[config.mk]
export PLATFORM = sky130hd
export DESIGN_NAME = codec_cfg_sequencer
export DESIGN_NICKNAME = d
export VERILOG_FILES = /design/src/rtl/codec_cfg_sequencer.sv
export SDC_FILE = /design/constraint.sdc
export NUM_CORES = 1
export LEC_CHECK = 0
export CAP_MARGIN = 40
export CORE_MARGIN = 5
export CORE_UTILIZATION = 40
export CTS_BUF_LIST = sky130_fd_sc_hd__clkbuf_4 sky130_fd_sc_hd__clkbuf_8
export DETAILED_ROUTE_END_ITERATION = 10
export PLACE_DENSITY = 0.61
export SLEW_MARGIN = 15
export SYNTH_ARGS = -nofsm -noshare
export SYNTH_HDL_FRONTEND = slang
export SYNTH_SLANG_ARGS = --single-unit
[constraint.sdc]
create_clock -name clk_i -period 2.8 [get_ports clk_i]
set_clock_uncertainty 0.05 [all_clocks]
set_input_delay 0.7 -clock clk_i [delete_from_list [all_inputs] [get_ports clk_i]]
set_output_delay 0.7 -clock clk_i [all_outputs]
set_load 0.02 [all_outputs]
[src/rtl/codec_cfg_sequencer.sv]
// codec_cfg_sequencer: WM8731 power-up register sequencer driving an i2c serialiser; optional CODEC_CFG_VOLUME_EN adds headphone volume updates from DONE
module codec_cfg_sequencer #(
  parameter logic [7:0]  DEV_ADDR  = 8'h34,
  parameter logic [15:0] TIMEOUT   = 16'd50000,
  parameter int unsigned MAX_RETRY = 2,
  parameter logic [15:0] GAP_CYC   = 16'd1000
) (
  input  logic        clk_i,
  input  logic        reset_i,
  input  logic        start_i,
  output logic [23:0] i2c_data_o,
  output logic        i2c_go_o,
  input  logic        i2c_end_i,
  input  logic        i2c_nack_i,
`ifdef CODEC_CFG_VOLUME_EN
  input  logic        vol_wr_i,
  input  logic [6:0]  vol_val_i,
`endif
  output logic        busy_o,
  output logic        done_o,
  output logic        error_o,
  output logic [3:0]  idx_o
);
  typedef enum logic [3:0] {IDLE, LOAD, SEND, WAIT, CHECK, RETRY, GAP, DONE, ERR} state_t;
  localparam logic [3:0] LAST = 4'd10;
  state_t state_q, state_d;
  logic [3:0] idx_q, idx_d, rcnt_q, rcnt_d;
  logic [15:0] tcnt_q, tcnt_d, entry;
  logic [23:0] data_q, data_d;
  logic nack_q, vol_q, vol_d, vstep_q, vstep_d;
  logic [6:0] vval_q, vval_d;
  // The table holds the codec reset word followed by ten configuration registers, as {reg_addr, reg_val}.
  function automatic logic [15:0] tbl(input logic [3:0] i);
    case (i)
      4'd0:    tbl = {7'h0F, 9'h000};
      4'd1:    tbl = {7'h00, 9'h017};
      4'd2:    tbl = {7'h01, 9'h017};
      4'd3:    tbl = {7'h02, 9'h079};
      4'd4:    tbl = {7'h03, 9'h079};
      4'd5:    tbl = {7'h04, 9'h012};
      4'd6:    tbl = {7'h05, 9'h000};
      4'd7:    tbl = {7'h06, 9'h000};
      4'd8:    tbl = {7'h07, 9'h00A};
      4'd9:    tbl = {7'h08, 9'h000};
      default: tbl = {7'h09, 9'h001};
    endcase
  endfunction
  assign entry = vol_q ? {vstep_q ? 7'h03 : 7'h02, 2'b01, vval_q} : tbl(idx_q);
  // Next-state logic; tcnt restarts on every state change, so it times SEND, WAIT and GAP separately.
  always_comb begin
    state_d = state_q;
    idx_d   = idx_q;
    rcnt_d  = rcnt_q;
    data_d  = data_q;
    vol_d   = vol_q;
    vstep_d = vstep_q;
    vval_d  = vval_q;
    case (state_q)
      IDLE, DONE, ERR: begin
        if (start_i) begin
          state_d = LOAD;
          idx_d   = '0;
          rcnt_d  = '0;
          vol_d   = 1'b0;
        end
`ifdef CODEC_CFG_VOLUME_EN
        else if (state_q == DONE && vol_wr_i) begin
          state_d = LOAD;
          rcnt_d  = '0;
          vol_d   = 1'b1;
          vstep_d = 1'b0;
          vval_d  = vol_val_i;
        end
`endif
      end
      LOAD: begin
        data_d  = {DEV_ADDR, entry};
        state_d = SEND;
      end
      SEND:  state_d = !i2c_end_i ? WAIT : (tcnt_q == TIMEOUT - 16'd1) ? RETRY : SEND;
      WAIT:  state_d = i2c_end_i ? CHECK : (tcnt_q == TIMEOUT - 16'd1) ? RETRY : WAIT;
      CHECK: begin
        if (nack_q) state_d = RETRY;
        else if (vol_q ? vstep_q : idx_q == LAST) state_d = DONE;
        else begin
          state_d = GAP;
          rcnt_d  = '0;
          vstep_d = vol_q;
          idx_d   = vol_q ? idx_q : idx_q + 4'd1;
        end
      end
      RETRY: begin
        state_d = (rcnt_q == 4'(MAX_RETRY)) ? ERR : GAP;
        rcnt_d  = (rcnt_q == 4'(MAX_RETRY)) ? rcnt_q : rcnt_q + 4'd1;
      end
      GAP:     state_d = (tcnt_q == GAP_CYC - 16'd1) ? LOAD : GAP;
      default: state_d = IDLE;
    endcase
    tcnt_d = (state_d != state_q) ? '0 : tcnt_q + 16'd1;
  end
  // State registers; NACK is captured on the cycle the serialiser reports completion.
  always_ff @(posedge clk_i) begin
    if (reset_i) begin
      state_q <= IDLE;
      idx_q   <= '0;
      rcnt_q  <= '0;
      tcnt_q  <= '0;
      data_q  <= '0;
      nack_q  <= 1'b0;
      vol_q   <= 1'b0;
      vstep_q <= 1'b0;
      vval_q  <= '0;
    end else begin
      state_q <= state_d;
      idx_q   <= idx_d;
      rcnt_q  <= rcnt_d;
      tcnt_q  <= tcnt_d;
      data_q  <= data_d;
      nack_q  <= (state_q == WAIT && i2c_end_i) ? i2c_nack_i : nack_q;
      vol_q   <= vol_d;
      vstep_q <= vstep_d;
      vval_q  <= vval_d;
    end
  end
  assign i2c_data_o = data_q;
  assign i2c_go_o   = state_q == SEND || state_q == WAIT;
  assign busy_o     = !(state_q == IDLE || state_q == DONE || state_q == ERR);
  assign done_o     = state_q == DONE;
  assign error_o    = state_q == ERR;
  assign idx_o      = idx_q;
endmodule

* Word level (Yosys, flattened, before mapping) *
Memories as Yosys holds them, arrays and structs flattened. A register that Yosys moved wholly into a read port is not among the register bits.
Cells that the tools add are included.

operators by class
  reduce and logical (&&, ||, !) cells = 12
  add/subtract/negate cells = 3
  equal/unequal tests = 17
  muxes and demuxes = 18

operators by type and width
  operator                 count
  $mux W4                  8
  $pmux W4 S7              1
  $add A16 B1 Y16 const B  1
  $eq A16 B10 Y1 const B   1
  $eq A16 B16 Y1 const B   1
  $eq A4 B3 Y1 const B     4
  $mux W3                  5
  $eq A4 B2 Y1 const B     3
  $pmux W4 S3              1
  $add A4 B1 Y4 const B    2
  $eq A4 B4 Y1 const B     2
  $ne A2 B2 Y1 const B     4
  $pmux W4 S2              1
  $reduce_and A5 Y1        1
  $eq A4 B1 Y1 const B     1
  $logic_not A4 Y1         1
  $ne A4 B4 Y1             1
  $reduce_and A4 Y1        1
  $logic_or A1 B1 Y1       3
  $reduce_bool A3 Y1       1
  $reduce_or A3 Y1         1
  $mux W2                  1
  $reduce_bool A2 Y1       1
  $reduce_or A2 Y1         1
  3 further kinds          3

storage, ports and cells
  word-level logic and storage cells = 57
  input port bits = 5
  bits in registers = 46
  memories = 1
  bits in read-only memories = 176
  output and inout port bits = 32

memory list
  memory            words  bits a word  rd ports  clocked after memory_dff  wr ports  RTL line  source
  (name not given)  16     11           1         1                         0         34        case (i)

* Longest topological paths before layout *
  depth after elaboration = 6
  depth in mapped cells = 9
  depth with buffers taken out = 8

* Worst setup path after synthesis *
Ideal clock, no wire load.

  kind = input to register
  from = input i2c_end_i
  to = register tcnt_q[8]
  library setup time = 0.115 ns
  buffers on the path = 1
  data arrival time = 1.983 ns
  setup slack = 0.653 ns
  stages on the path = 7
  cells stage by stage = or3b_2 > a21oi_1 > o21ai_0 > a31o_2 > o2111ai_4 > buf_6 > nor2_1

on the way
  word-level cells in the longest chain between the ends = 4

RTL lines
  item                               RTL line  source
  from (decl)                        13        input logic i2c_end_i,
  $mux W3, on equally long branches  81, 80
  $pmux W4 S7 (*)                    58        case (state_q)
  $ne A4 B4 Y1 (*)                   99        tcnt_d = (state_d != state_q) ? '0 : tcnt_q + 16'd1;
  $reduce_or A2 Y1 (no line) (*)     -
  to (signal assigned)               117       tcnt_q <= tcnt_d;
  to (decl)                          28        logic [15:0] tcnt_q, tcnt_d, entry;

Mark *: on every way between the ends. The rest lies on a longest branch, timed or not.
A chain may end at the register's enable or synchronous reset.

* Worst setup path in the final report *
  from = register state_q[1]
  to = output i2c_go_o

on the way
  word-level cells in the longest chain between the ends = 2

RTL lines
  item                    RTL line  source
  from (decl)             26        state_t state_q, state_d;
  from (signal assigned)  114       state_q <= state_d;
  $eq A4 B2 Y1            126       assign i2c_go_o = state_q == SEND || state_q == WAIT;
  $logic_or A1 B1 Y1 (*)  126
  to (decl)               12        output logic i2c_go_o,

Marked as above.

==> results by group <==
Status
  – Status: completed

Layout
  – Final cell count without fillers: 375
  – Area occupied by registers: 801 um2
  – Filler cell count in the final layout: 563
  – Number of diodes added for antenna fixing: 0
  – Layout cells sized above 1: 0.0924
  – Combined area of the multi-input logic cells: 1280 um2
  – Nets: 315
  – Post-layout util: 0.479
  – Area growth from synthesis to layout: 16.0%

Power
  – Sw Pwr: 510 uW
  – Register share of total power: 0.422
  – Worst IR Drop VDD: 0.282 mV
  – Relative contribution of combinational cells to total power: 0.282
  – Clock power share: 0.296
  – Cell internal power dissipation: 1.05 mW
  – Pwr per Cell Area: 590 nW/um2
  – Static Leak: 0.948 nW
  – Net switching fraction of the power: 0.326

Detailed routing
  – Iteration count of the initial detailed-routing pass: 4
  – Post-DR wirelength/cell: 12.2 um
  – Vias post-DR: 1894
  – Post-detailed-routing wire length: 4560 um
  – Vias per inst: 5.05
  – Antenna-violating nets left: 0
  – Number of design rule violations left after detail routing: 0
  – Starting DRT DRC Count: 62

Clocking
  – Clock-pin slew of the registers on the worst-case setup and hold paths: 0.08 ns
  – Number of sinks on the clock net: 40
  – Number of H-tree levels: 2
  – Maximum clock insertion buffer count: 2
  – CTS hold repair buffers: 0
  – Cell chosen for the clock root: sky130_fd_sc_hd__clkbuf_8
  – Resized Gates After CTS: 0
  – Number of buffers created by CTS: 5
  – Number of buffers added for setup after CTS: 0
  – Latest clock arrival within the worst-skew pair: 0.29 ns
  – TritonCTS clock tree: yes

Floorplan
  – Total die area: 7330 um2
  – Number of standard-cell rows in the floorplan: 27
  – Die Wd: 85.6 um
  – Effective utilization at floorplan: 0.413
  – Top-level I/O count: 37
  – Chip height: 85.6 um
  – CORE AREA: 5540 um2

Timing
  – Worst slew margin: 0.632
  – Fin. Hold Viols: 0
  – Final clock period utilization by the worst path: 0.939
  – Unrepaired setup endpoints after global routing: false
  – Worst Tran Pin Value: 0.548 ns
  – Final setup violating endpoints: 0
  – Fin Setup TNS: 0 ns
  – Max-slew violations: 0
  – Worst setup slack after layout: 0.171 ns
  – Timing-limited maximum frequency: 380 MHz
  – Clock period minus worst slack: 2.63 ns
  – Worst hold slack after final layout: 0.404 ns

Placed design
  – Weighted congestion at the end of routability-driven global placement: 0.776
  – IO buf count: 26
  – Post-Place Cells: 367
  – Worst Setup Slack post-DPL: 0.0802 ns
  – HPWL Detailed: 3460 um

Worst setup path
  – Critical path data arrival time: 1.88 ns
  – Crit Path Max Fanout: 15
  – Worst setup EP type: output pin
  – Crit path launch type: register
  – Category of the most critical setup path: register to output pin
  – Critical path required time: 2.05 ns

Global routing
  – Met1 track demand over resource in global routing: 0.175
  – Largest net degree at the start of global routing: 17
  – Global-route congestion overflow total: 0
  – Aggregate global-route resource usage: 0.130
  – Met2 demand-to-capacity share in global routing: 0.208
  – GR met3 Demand/Resource: 0.0327
  – Wire length of the first global-routing pass: 7930 um
  – Most utilized layer in the global route result: met2
  – Antenna violations before repair: 0
  – Via count of the first global-routing pass: 1748

Logic synthesis
  – Post-synth EDFFs: 0
  – Seq cells post-synth: 40
  – Post-synth design cell area: 2290 um2
  – Leading register cell type out of synthesis: sky130_fd_sc_hd__dfxtp_1
  – Fraction of registers with async set or reset after synthesis: 0
  – Synthesized netlist cell count: 279
  – Post-Syn Area per Cell: 8.20 um2
  – Share of the yosys chip area belonging to registers: 0.350
  – Count of warnings emitted by yosys: 0
  – Number of unique standard cell types used by synthesis: 58

Min path
  – Worst hold path class: register to register

Run
  – Maximum capacitance violations: 0
synthesized netlist by cell type (2+ instances only):
master / count / share of area
sky130_fd_sc_hd__nor2_2: 3 / 0.0082
sky130_fd_sc_hd__a211oi_1: 2 / 0.0066
sky130_fd_sc_hd__o21ai_1: 2 / 0.0044
sky130_fd_sc_hd__nor4_1: 2 / 0.0055
sky130_fd_sc_hd__xor2_1: 7 / 0.027
sky130_fd_sc_hd__nand2_1: 20 / 0.033
sky130_fd_sc_hd__xnor2_1: 11 / 0.042
sky130_fd_sc_hd__buf_2: 3 / 0.0066
sky130_fd_sc_hd__nor4b_1: 2 / 0.0077
sky130_fd_sc_hd__buf_6: 2 / 0.0098
sky130_fd_sc_hd__nand3_1: 8 / 0.018
sky130_fd_sc_hd__or3_1: 2 / 0.0055
sky130_fd_sc_hd__clkbuf_1: 5 / 0.0082
sky130_fd_sc_hd__nor2_1: 47 / 0.077
sky130_fd_sc_hd__nand2b_1: 6 / 0.016
sky130_fd_sc_hd__a211o_1: 2 / 0.0077
sky130_fd_sc_hd__inv_1: 18 / 0.030
sky130_fd_sc_hd__nand4_1: 4 / 0.011
sky130_fd_sc_hd__nor2b_1: 3 / 0.0082
sky130_fd_sc_hd__buf_4: 13 / 0.043
sky130_fd_sc_hd__dfxtp_1: 40 / 0.35
sky130_fd_sc_hd__o211ai_1: 3 / 0.0098
sky130_fd_sc_hd__and3_1: 2 / 0.0055
sky130_fd_sc_hd__nor3_1: 12 / 0.026
sky130_fd_sc_hd__o21ai_0: 6 / 0.013
sky130_fd_sc_hd__a41oi_1: 2 / 0.0077
sky130_fd_sc_hd__mux2i_1: 4 / 0.018
sky130_fd_sc_hd__ha_1: 8 / 0.044
sky130_fd_sc_hd__a21oi_1: 11 / 0.024
per-stage QoR:
step           total power, mW  area [um2]
6_report                  1.56        2650
3_5_place_dp              1.12        2540
4_1_cts                   1.58        2650
2_1_floorplan             1.01        2320
5_1_grt                   1.66        2650
3_3_place_gp              1.11        2540
metal layers:
layer	share of wire	up-vias	routed length, um
met5	0	-	0
met4	0.0064	0	29
met3	0.046	2	209
met2	0.46	35	2090
met1	0.49	879	2230
li1	-	978	-
state kept, by name, summed over array words and instances (netlist names):
register    flops
rcnt_q          4
state_q         4
i2c_data_o     11
nack_q          1
tcnt_q         16
idx_o           4
power by group through the flow:
| stage | Clock [mW] | Sequential (mW) | Combinational, mW |
|---|---|---|---|
| 3_3_place_gp | 0 | 0.672 | 0.442 |
| 4_1_cts | 0.478 | 0.660 | 0.446 |
| 5_1_grt | 0.498 | 0.669 | 0.490 |
| 6_report | 0.463 | 0.660 | 0.442 |
| 2_1_floorplan | 0 | 0.671 | 0.339 |
| 3_5_place_dp | 0 | 0.674 | 0.444 |
cells by family after synthesis:
group	synth area share
fa+ha+maj	0.0481
xor+xnor	0.0689
flops	0.350
mux	0.0175
compound gates	0.143
other cells	0.00164
simple gates	0.268
buf+inv	0.103
worst paths after layout:
check	from	endpoint	slack [ns]	cells after the start
worst max-delay path	state_q[1]	i2c_go_o	0.17	3
worst max register to register	tcnt_q[0]	tcnt_q[9]	0.40	7
worst min register to register	i2c_data_o[0]	i2c_data_o[0]	0.40	2
worst min-delay path	i2c_data_o[0]	i2c_data_o[0]	0.40	2
final cells by class:
type,instances,share of cell area
multi-input cells,206,0.484
flip-flops and latches,40,0.302
clock buffers,5,0.0259
clock inverters,3,0.0160
inverters,18,0.0255
well taps,72,0.0340
repair buffers,31,0.112
cells in the final DEF, fill, tap and decap left out, types with 2 or more instances in the layout:
cell                              Yosys  routed
sky130_fd_sc_hd__dfxtp_1             40      40
sky130_fd_sc_hd__ha_1                 8       8
sky130_fd_sc_hd__nor2_1              47      47
sky130_fd_sc_hd__mux2i_1              4       4
sky130_fd_sc_hd__nor2b_1              3       3
sky130_fd_sc_hd__nor4_1               2       2
sky130_fd_sc_hd__o211ai_1             3       3
sky130_fd_sc_hd__o21ai_1              2       2
sky130_fd_sc_hd__clkbuf_8             1       5
sky130_fd_sc_hd__xor2_1               7       7
sky130_fd_sc_hd__nand2_1             20      20
sky130_fd_sc_hd__nand3_1              8       8
sky130_fd_sc_hd__nand4_1              4       4
sky130_fd_sc_hd__conb_1               1      10
sky130_fd_sc_hd__inv_1               18      18
sky130_fd_sc_hd__nor3_1              12      12
sky130_fd_sc_hd__and3_1               2       2
sky130_fd_sc_hd__nor2_2               3       3
sky130_fd_sc_hd__or3_1                2       2
sky130_fd_sc_hd__a211o_1              2       2
sky130_fd_sc_hd__a21oi_1             11      11
sky130_fd_sc_hd__o21ai_0              6       6
sky130_fd_sc_hd__buf_4               13       5
sky130_fd_sc_hd__a41oi_1              2       2
sky130_fd_sc_hd__nand2b_1             6       6
sky130_fd_sc_hd__clkdlybuf4s50_1      0      26
sky130_fd_sc_hd__a211oi_1             2       2
sky130_fd_sc_hd__xnor2_1             11      11
sky130_fd_sc_hd__nor4b_1              2       2
worst max-delay path, stage by stage, from the launching register on:
cell	delay (ns)
sky130_fd_sc_hd__dfxtp_1	0.60
sky130_fd_sc_hd__nand2_1	0.17
sky130_fd_sc_hd__inv_1	0.19
sky130_fd_sc_hd__clkdlybuf4s50_1	0.64
(Power assumes the default switching activity.)
